File: src/rtl/nora_mst_arbiter.sv
// ============================================================================
// nora_mst_arbiter : two-master round-robin arbiter in front of the NORA bus
//                    controller (m0 = ICD controller, m1 = second master).
// Optional feature : define NORA_ARB_TIMEOUT_EN to add the ack-wait watchdog.
// Revision         : 1.0
// ============================================================================
`default_nettype none

module nora_mst_arbiter #(
  parameter int unsigned TIMEOUT_CYCLES = 255
) (
  input  logic        clk6x,
  input  logic        reset,
  input  logic [23:0] m0_addr_i,
  input  logic [7:0]  m0_datawr_i,
  input  logic        m0_rwn_i,
  input  logic        m0_req_SRAM_i,
  input  logic        m0_req_OTHER_i,
  input  logic [23:0] m1_addr_i,
  input  logic [7:0]  m1_datawr_i,
  input  logic        m1_rwn_i,
  input  logic        m1_req_SRAM_i,
  input  logic        m1_req_OTHER_i,
  output logic [7:0]  m0_datard_o,
  output logic        m0_ack_o,
  output logic [7:0]  m1_datard_o,
  output logic        m1_ack_o,
  output logic [23:0] nora_mst_addr_o,
  output logic [7:0]  nora_mst_data_o,
  output logic        nora_mst_rwn_o,
  output logic        nora_mst_req_SRAM_o,
  output logic        nora_mst_req_OTHER_o,
  input  logic [7:0]  nora_mst_datard_i,
  input  logic        nora_mst_ack_i,
  output logic [1:0]  grant_o,
  output logic        timeout_o,
  input  logic        timeout_clr_i
);

  typedef enum logic [1:0] {
    ST_IDLE    = 2'd0,
    ST_GRANT0  = 2'd1,
    ST_GRANT1  = 2'd2,
    ST_RELEASE = 2'd3
  } state_t;

  state_t      r_state;
  logic        r_last_grant;  // 0 = m0 served last, 1 = m1 served last
  logic [1:0]  r_grant;
  logic [23:0] r_addr;
  logic [7:0]  r_data;
  logic        r_rwn;
  logic        r_req_sram;
  logic        r_req_other;

  logic w_m0_pend;
  logic w_m1_pend;
  logic w_pick_m1;
  logic w_in_grant;
  logic w_tmo_hit;
  logic w_ack_evt;
  logic w_sel_sram;
  logic w_sel_other;

  assign w_m0_pend  = m0_req_SRAM_i | m0_req_OTHER_i;
  assign w_m1_pend  = m1_req_SRAM_i | m1_req_OTHER_i;
  assign w_pick_m1  = w_m1_pend & (~w_m0_pend | ~r_last_grant);
  assign w_in_grant = (r_state == ST_GRANT0) || (r_state == ST_GRANT1);

  assign w_sel_sram  = w_pick_m1 ? m1_req_SRAM_i  : m0_req_SRAM_i;
  assign w_sel_other = w_pick_m1 ? m1_req_OTHER_i : m0_req_OTHER_i;

`ifdef NORA_ARB_TIMEOUT_EN
  localparam logic [7:0] C_TMO_LAST = 8'(TIMEOUT_CYCLES - 1);

  logic [7:0] r_wait_cnt;
  logic       r_timeout;

  assign w_tmo_hit = w_in_grant & ~nora_mst_ack_i & (r_wait_cnt == C_TMO_LAST);
  assign timeout_o = r_timeout;

  always_ff @(posedge clk6x) begin
    if (reset) begin
      r_wait_cnt <= 8'd0;
      r_timeout  <= 1'b0;
    end else begin
      if (!w_in_grant)
        r_wait_cnt <= 8'd0;
      else if (!nora_mst_ack_i)
        r_wait_cnt <= r_wait_cnt + 8'd1;
      // A timeout in the same cycle as a clear keeps the flag set
      if (w_tmo_hit)
        r_timeout <= 1'b1;
      else if (timeout_clr_i)
        r_timeout <= 1'b0;
    end
  end
`else
  logic w_unused;

  assign w_tmo_hit = 1'b0;
  assign timeout_o = 1'b0;
  assign w_unused  = timeout_clr_i ^ (TIMEOUT_CYCLES == 0);
`endif

  // Reset wins over a coincident ack so an aborted access never completes
  assign w_ack_evt = w_in_grant & ~reset & (nora_mst_ack_i | w_tmo_hit);

  assign m0_ack_o    = w_ack_evt & (r_state == ST_GRANT0);
  assign m1_ack_o    = w_ack_evt & (r_state == ST_GRANT1);
  assign m0_datard_o = m0_ack_o ? (nora_mst_ack_i ? nora_mst_datard_i : 8'hFF) : 8'h00;
  assign m1_datard_o = m1_ack_o ? (nora_mst_ack_i ? nora_mst_datard_i : 8'hFF) : 8'h00;

  assign grant_o              = r_grant;
  assign nora_mst_addr_o      = r_addr;
  assign nora_mst_data_o      = r_data;
  assign nora_mst_rwn_o       = r_rwn;
  assign nora_mst_req_SRAM_o  = r_req_sram;
  assign nora_mst_req_OTHER_o = r_req_other;

  always_ff @(posedge clk6x) begin
    if (reset) begin
      r_state      <= ST_IDLE;
      r_last_grant <= 1'b1;
      r_grant      <= 2'b00;
      r_addr       <= 24'd0;
      r_data       <= 8'd0;
      r_rwn        <= 1'b0;
      r_req_sram   <= 1'b0;
      r_req_other  <= 1'b0;
    end else begin
      case (r_state)
        ST_IDLE: begin
          if (w_m0_pend || w_m1_pend) begin
            r_state     <= w_pick_m1 ? ST_GRANT1 : ST_GRANT0;
            r_grant     <= w_pick_m1 ? 2'b10 : 2'b01;
            r_addr      <= w_pick_m1 ? m1_addr_i   : m0_addr_i;
            r_data      <= w_pick_m1 ? m1_datawr_i : m0_datawr_i;
            r_rwn       <= w_pick_m1 ? m1_rwn_i    : m0_rwn_i;
            r_req_sram  <= w_sel_sram;
            r_req_other <= w_sel_other & ~w_sel_sram;
          end
        end
        ST_GRANT0, ST_GRANT1: begin
          if (w_ack_evt) begin
            r_state      <= ST_RELEASE;
            r_grant      <= 2'b00;
            r_req_sram   <= 1'b0;
            r_req_other  <= 1'b0;
            r_last_grant <= (r_state == ST_GRANT1);
          end
        end
        ST_RELEASE: r_state <= ST_IDLE;
        default:    r_state <= ST_IDLE;
      endcase
    end
  end

endmodule

`default_nettype wire

File: config.mk
export PLATFORM = sky130hd
export DESIGN_NAME = nora_mst_arbiter
export DESIGN_NICKNAME = d
export VERILOG_FILES = /design/src/rtl/nora_mst_arbiter.sv
export SDC_FILE = /design/constraint.sdc
export NUM_CORES = 1
export LEC_CHECK = 0
export ABC_AREA = 1
export CORE_UTILIZATION = 33
export CTS_BUF_LIST = sky130_fd_sc_hd__clkbuf_2 sky130_fd_sc_hd__clkbuf_4 sky130_fd_sc_hd__clkbuf_8
export CTS_CLUSTER_DIAMETER = 60
export CTS_CLUSTER_SIZE = 25
export DETAILED_ROUTE_END_ITERATION = 8
export PLACE_DENSITY = 0.8
export SKIP_LAST_GASP = 1
export SLEW_MARGIN = 25
export SYNTH_ARGS = -nofsm -noshare
export SYNTH_HDL_FRONTEND = slang
export SYNTH_SLANG_ARGS = --single-unit
File: constraint.sdc
create_clock -name clk6x -period 1.5 [get_ports clk6x]
set_input_delay 0.225 -clock clk6x [delete_from_list [all_inputs] [get_ports clk6x]]
set_output_delay 0.225 -clock clk6x [all_outputs]
set_load 0.02 [all_outputs]
==> parameters.txt, run 1 <==
Parameter                              Value

Status
  Outcome    finished, violations left
  Failing checks    setup timing

Synth
  Top cell type's share of synthesized area    40.18%
  Leading area contributor after synthesis    dfxtp_1
  Number of flip-flops and latches in the synthesized netlist    40
  Synthesized area    around 0.0020 mm²
  Sequential element share of the synthesized area    between 40% and 50%
  Warning count from the yosys run    0
  Leading cell type by number of instances after synthesis    nand2_1
  Post-synth top cells    88 x nand2_1, 40 x dfxtp_1, 33 x a31oi_1, 21 x a21oi_1, 19 x o21ai_1
  Number of enable-type register cells in the synthesized netlist    0
  Count of cell types in the netlist    23
  Biggest area contributors in the synthesized netlist    dfxtp_1 40%, nand2_1 17%, a31oi_1 10%
  Gate count after technology mapping    282
  Proportion of register bits with asynchronous set or reset after synthesis    0%
  Primary flip-flop cell chosen by synthesis mapping    dfxtp_1
  Synthesized area per cell    slightly above 7 µm²
  Net count of the mapped netlist    368

Power and ir drop
  Peak VDD IR    0.0008316 V
  Leakage    just under 2 nW
  Overall Power    6.241 mW
  Power density over the cells    about 1500 mW/mm²

Placed design
  Final weighted congestion of routability-driven global placement    0.7442
  Final HPWL DP    between 4000 and 5000 µm
  Number of buffers inserted by port buffering    135
  Cell area after placement    0.003742 mm²

Final layout
  Area added between synthesis and finish    103.1%
  Number of nets in the layout    ~520
  Final antenna diode count    0
  Post-layout util    71.32%
  Fraction of layout instances using a drive strength above 1    21.58%
  Number of fill cells in the layout    around 450
  Multi-input gate area in the final layout    0.001265 mm²
  FF/Latch Area    803.3 µm²
  Final non-filler cell area    around 0.004 mm²

Route
  Highest layer used for signal routing    met4
  Wire length the detailed router placed on met1    2560 µm
  Via total after detailed routing    ~2400
  Post-detailed-route wirelength per cell    approximately 13 µm
  Ratio of routed vias to standard cells    approximately 4.8
  Post-DRT Antenna Nets    0
  Residual DRC    0
  Final wirelength    6687 µm
  Initial DRC Count    64
  Number of search-and-repair iterations in the first detailed-routing pass    4
  Met3 wire length    587 µm
  Wire length on met2    between 3000 and 4000 µm

Timing
  Endpoints failing hold    0
  Worst Slack Setup Final    -0.3888 ns
  Worst hold margin    0.4713 ns
  Fmax achieved    0.5294 GHz
  Fin crit share    125.9%
  Setup repair after global routing missed its margin    true
  Final number of max-transition violations    0
  Worst Skew    0.006795 ns
  Number of endpoints failing setup at the final stage    18
  Fin crit period    1.889 ns

GRT
  Vias in the first global route    2446
  Pin count of the biggest net entering global routing    36
  GRT Resource Usage Total    around 22%
  Number of antenna violations at the first check in global routing    0
  Residual overflow from global routing    0
  First-pass GRT wire length    about 11000 µm

Worst setup path
  Critical path class    reg -> out
  Required time of the worst setup path    around 1.3 ns
  Critical path startpoint category    register
  Launching point of the worst reg2reg path    r_state[1]
  Nature of the critical path endpoint    output pin
  Worst-path maximum fanout    5
  Data arrival time of the critical path    roughly 1.7 ns
  Ordered list of cells on the worst path    inv_2 -> ha_4 -> inv_4 -> nor3_4 -> buf_12 -> nand2_8 -> a21oi_4 -> buf_6
  Critical path launch point    r_state[0]
  Crit-path slowest cell    dfxtp_2
  Critical Path Max Stage Delay    0.34 ns

Die
  Die height    79.72 µm
  Overall die width    roughly 80 µm
  Count of pins on the block boundary    138
  Number of rows in the core area    27
  Starting Density    about a third
  Die area    0.006354 mm²
  Placeable core area    0.005675 mm²

Clock network
  Insertion delay to the later sink of the worst-skew pair    0.29 ns
  Clock Sink Count    40
  Number of CTS-inserted buffers    5
  # H-tree levels    2
  Hold-fix buffers, CTS    0
  Clk buf depth    2
  CTS tree    done
  Clock Pin Slew Worst Setup and Hold Paths    0.08 ns
  Clock tree root driver cell    clkbuf_8

Run
  Max Cap Violations    0

Min path
  Startpoint of the worst hold path    nora_mst_req_SRAM_o
  Hold Path Class    reg -> reg
[per-layer routing]
metal / vias up / track usage (%)
li1: 1238 / -
met1: 1093 / 23.36
met2: 95 / 41.11
met3: 6 / 7.771
met4: 0 / 5.818
met5: - / 0
[registers in the layout (all words and copies together), names as in the netlist]
| register | count |
|---|---|
| r_last_grant | 1 |
| nora_mst_rwn_o | 1 |
| nora_mst_req_OTHER_o | 1 |
| grant_o | 2 |
| nora_mst_req_SRAM_o | 1 |
| nora_mst_data_o | 8 |
| nora_mst_addr_o | 24 |
| r_state | 2 |
[metrics by stage]
step	setup TNS [ns]	worst slack, ns	instances
6_report	-6.535	-0.3888	503
5_1_grt	-7.713	-0.4479	503
4_1_cts	-7.491	-0.4161	503
3_5_place_dp	-18.23	-0.7544	490
3_3_place_gp	-16.39	-0.7101	490
2_1_floorplan	-0.5180	-0.03206	282
[power by group]
part / switching [mW] / total, mW / internal (mW)
Clock: 0.370 / 0.762 / 0.392
Combinational: 2.00 / 3.73 / 1.72
Sequential: 0.223 / 1.75 / 1.53
Total: 2.60 / 6.24 / 3.65
[worst paths after layout]
kind,slack (ns),to,cells past startpoint
hold reg to reg,0.47,nora_mst_req_SRAM_o,2
setup / recovery,-0.39,m0_datard_o[5],8
hold / removal,0.47,nora_mst_req_SRAM_o,2
setup reg to reg,0.08,r_state[1],9
[placed cells by master, fill, tap and decap left out, types with 2 or more instances in the layout]
master,netlist,layout
o21ai_1,19,19
dlymetal6s2s_1,0,25
ha_1,4,3
o21ai_0,15,15
nand3_1,5,4
a21oi_1,21,5
buf_4,2,18
a31oi_1,33,33
nand2_8,0,4
clkinv_4,1,2
buf_12,0,6
dlygate4sd2_1,0,2
clkbuf_8,0,6
nand2_2,0,2
inv_1,18,13
clkdlybuf4s50_1,0,90
inv_2,5,8
nand2_1,88,84
a21oi_4,0,16
buf_6,5,18
nor2_1,5,5
dfxtp_2,0,2
dfxtp_1,40,38
[repair_timing]
| item | CTS | global route |
|---|---|---|
| endpoints found under the setup margin | 20 | 49 |
| resized for setup | 112 | 38 |
| gates cloned | 2 | 0 |
| setup buffers | 3 | 1 |
| pin swaps | 3 | 6 |
[cells by family (layout without fill, tap and decap cells)]
logic type | after synthesis | in the layout | synth area share (%)
AND/OR/NAND/NOR | 103 | 105 | 20.72
AO/OA/AOI/OAI | 90 | 90 | 25.05
buffers and inverters | 44 | 191 | 11.36
flip-flops | 40 | 40 | 40.18
adder cells (fa/ha/maj) | 4 | 4 | 2.511
other | 1 | 1 | 0.1881
[cell type report]
class,count,area share (%)
timing repair buffer,159,41.73
sequential,40,19.85
tap,72,2.226
multi-input combinational,200,31.25
clock inverter,1,0.1855
clock buffer,7,2.226
inverter,24,2.535
[critical path: cells and delay by family, from the launching register on]
family          cells  cell delay (ns)
flops               1             0.34
buf+inv             4             0.40
simple gates        2             0.23
fa+ha+maj           1             0.27
compound gates      1             0.14
(Power assumes the default switching activity.)
==> run 2: changes to the inputs <==
--- a/config.mk
+++ b/config.mk
@@ -11,6 +11,7 @@
 export CTS_CLUSTER_DIAMETER = 60
 export CTS_CLUSTER_SIZE = 25
 export DETAILED_ROUTE_END_ITERATION = 8
+export MAX_ROUTING_LAYER = met4
 export PLACE_DENSITY = 0.8
 export SKIP_LAST_GASP = 1
 export SLEW_MARGIN = 25
==> run 2 against run 1 <==
  * The run still ends with setup timing left
  * Clock power about the same
  * Global-route usage up 0.63 points
  * Power about the same
  * Setup slack about the same
  * Core utilization up 0.088 points
  * Non-clock buffer count unchanged
  * Clock skew up 0.0018 ns
  * Routed wire length up 0.99%
  * Count of clock-buffer cells in the layout unchanged
  * Cell area up 0.12%
  * Sequential power about the same
  * Register-to-register slack about the same
  * Highest routed layer unchanged
==> parameters.txt, run 2 (synthesis results as in run 1) <==
Parameter                              Value

Timing
  Fmax achieved    0.5296 GHz (about the same)
  Worst Skew    0.008645 ns (+0.001850 ns)
  Setup repair after global routing missed its margin    true
  Worst Slack Setup Final    -0.3883 ns (+0.0004840 ns)
  Fin crit share    125.9% (about the same)
  Endpoints failing hold    0 (unchanged)
  Worst hold margin    0.4712 ns (-0.0001380 ns)
  Final number of max-transition violations    0 (unchanged)
  Fin crit period    1.888 ns (-0.0004840 ns)
  Number of endpoints failing setup at the final stage    18 (unchanged)

Worst setup path
  Critical path class    reg -> out
  Data arrival time of the critical path    1.66 ns (about the same)
  Number of buffer and inverter instances along the worst setup path    4 (unchanged)
  Ordered list of cells on the worst path    inv_2 -> ha_4 -> inv_4 -> nor3_4 -> buf_12 -> nand2_8 -> a21oi_4 -> buf_6
  Critical Path Max Stage Delay    0.34 ns (about the same)
  Crit-path slowest cell    dfxtp_2
  Required time of the worst setup path    1.27 ns (about the same)
  Worst-path maximum fanout    5 (unchanged)
  Nature of the critical path endpoint    output pin
  Top Family by Delay on Critical Path    buffers and inverters
  Critical path startpoint category    register

Route
  Number of search-and-repair iterations in the first detailed-routing pass    4 (unchanged)
  Initial DRC Count    67 (+4.7%)
  Post-DRT Antenna Nets    0 (unchanged)
  Residual DRC    0 (unchanged)
  Ratio of routed vias to standard cells    4.819 (-0.33%)
  Via total after detailed routing    2424 (-0.33%)
  Post-detailed-route wirelength per cell    13.43 µm (+0.99%)
  Final wirelength    6753 µm (+0.99%)

Placed design
  Placed cell count    490 (unchanged)
  Final weighted congestion of routability-driven global placement    0.7536 (+1.3%)
  Worst setup slack after placement    -0.7544 ns (unchanged)
  Number of buffers inserted by port buffering    135 (unchanged)
  Final HPWL DP    4892 µm (unchanged)

Die
  Placeable core area    0.005675 mm² (unchanged)
  Count of pins on the block boundary    138 (unchanged)
  Starting Density    35.12% (unchanged)
  Overall die width    79.72 µm (unchanged)
  Die area    0.006354 mm² (unchanged)
  Die height    79.72 µm (unchanged)
  Number of rows in the core area    27 (unchanged)

Clock network
  Clock Sink Count    40 (unchanged)
  CTS tree    done
  Insertion delay to the later sink of the worst-skew pair    0.29 ns (about the same)
  # H-tree levels    2 (unchanged)
  Clock Pin Slew Worst Setup and Hold Paths    0.08 ns (about the same)
  Clock tree root driver cell    clkbuf_8
  Clk buf depth    2 (unchanged)
  Number of CTS-inserted buffers    5 (unchanged)
  Hold-fix buffers, CTS    0 (unchanged)

Final layout
  Area added between synthesis and finish    103.3%
  Fraction of layout instances using a drive strength above 1    21.58% (unchanged)
  Final antenna diode count    0 (unchanged)
  Number of nets in the layout    516 (unchanged)
  Top library cells by usage in the layout, fill and taps aside    88 x clkdlybuf4s50_1, 84 x nand2_1, 38 x dfxtp_1
  Leading cell type in the layout, fill and taps excluded    clkdlybuf4s50_1
  Non-filler cells in the finished layout    503 (unchanged)
  Max FFs per register    24 (unchanged)
  Post-layout util    71.41% (+0.088 points)

GRT
  Number of antenna violations at the first check in global routing    0 (unchanged)
  GRT Resource Usage Total    22.76% (+0.63 points)
  First-pass GRT wire length    11010 µm (+0.13%)
  Pin count of the biggest net entering global routing    36 (unchanged)
  Vias in the first global route    2443 (-0.12%)
  Residual overflow from global routing    0 (unchanged)

Min path
  Hold Path Class    reg -> reg

Status
  Outcome    finished, violations left
  Failing checks    setup timing

Run
  Max Cap Violations    0 (unchanged)

Power and ir drop
  Overall Power    6.242 mW (about the same)
  Power density over the cells    1540 mW/mm² (about the same)
  Leakage    2.011 nW (+1.4%)
  Peak VDD IR    0.0008323 V (about the same)
[run 2: cell count changes in the layout (fill, tap and decap cells not counted), sizes merged]
cell / delta
clkdlybuf4s50: -2
dlymetal6s2s: +2
[run 2: where the power goes]
part           internal [mW]  total, mW  leakage (nW)  switching, mW
Clock                  0.392      0.765        0.0479          0.373
Combinational           1.72       3.73          1.63           2.01
Sequential              1.53       1.75         0.333          0.223
Total                   3.64       6.24          2.01           2.60
[run 2: tightest hold or removal path, stage by stage, from the launching register on]
cell     delay, ns
dfxtp_1       0.32
nand2_1       0.06
a21oi_1       0.05
[run 2: final cells by class]
class / count / area, µm²
Tap cell: 72 / 90.09
Inverter: 24 / 102.6
Clock buffer: 7 / 90.09
Timing Repair Buffer: 159 / 1694
Multi-Input combinational cell: 200 / 1265
Fill cell: 445 / 1623
Sequential cell: 40 / 803.3
Clock inverter: 1 / 7.507
[run 2: final timing paths]
check                              to  slack (ns)           startpoint  cells after the start
setup / recovery       m0_datard_o[5]       -0.39           r_state[0]                      8
hold reg to reg   nora_mst_req_SRAM_o        0.47  nora_mst_req_SRAM_o                      2
hold / removal    nora_mst_req_SRAM_o        0.47  nora_mst_req_SRAM_o                      2
setup reg to reg           r_state[1]        0.08           r_state[1]                      9
[run 2: repair_timing]
action	CTS	global route
pin swaps	3	6
endpoints found under the hold margin	0	0
buffers inserted	3	1
gates cloned	2	0
setup endpoints to repair	20	51
gates resized for setup	112	40
[run 2: through the flow]
step           cell area [µm²]  setup TNS (ns)
3_3_place_gp              3742          -16.39
6_report                  4053          -6.527
5_1_grt                   4053          -7.713
2_1_floorplan             2213         -0.5180
4_1_cts                   3928          -7.491
3_5_place_dp              3742          -18.23
[run 2: metal layers]
metal / share of wire (%) / track usage [%] / vias to the layer above
met5: 0 / - / -
met2: 52 / 41.11 / 92
met4: 0.90 / 5.818 / 0
li1: - / - / 1238
met3: 7.1 / 6.400 / 6
met1: 40 / 24.27 / 1088
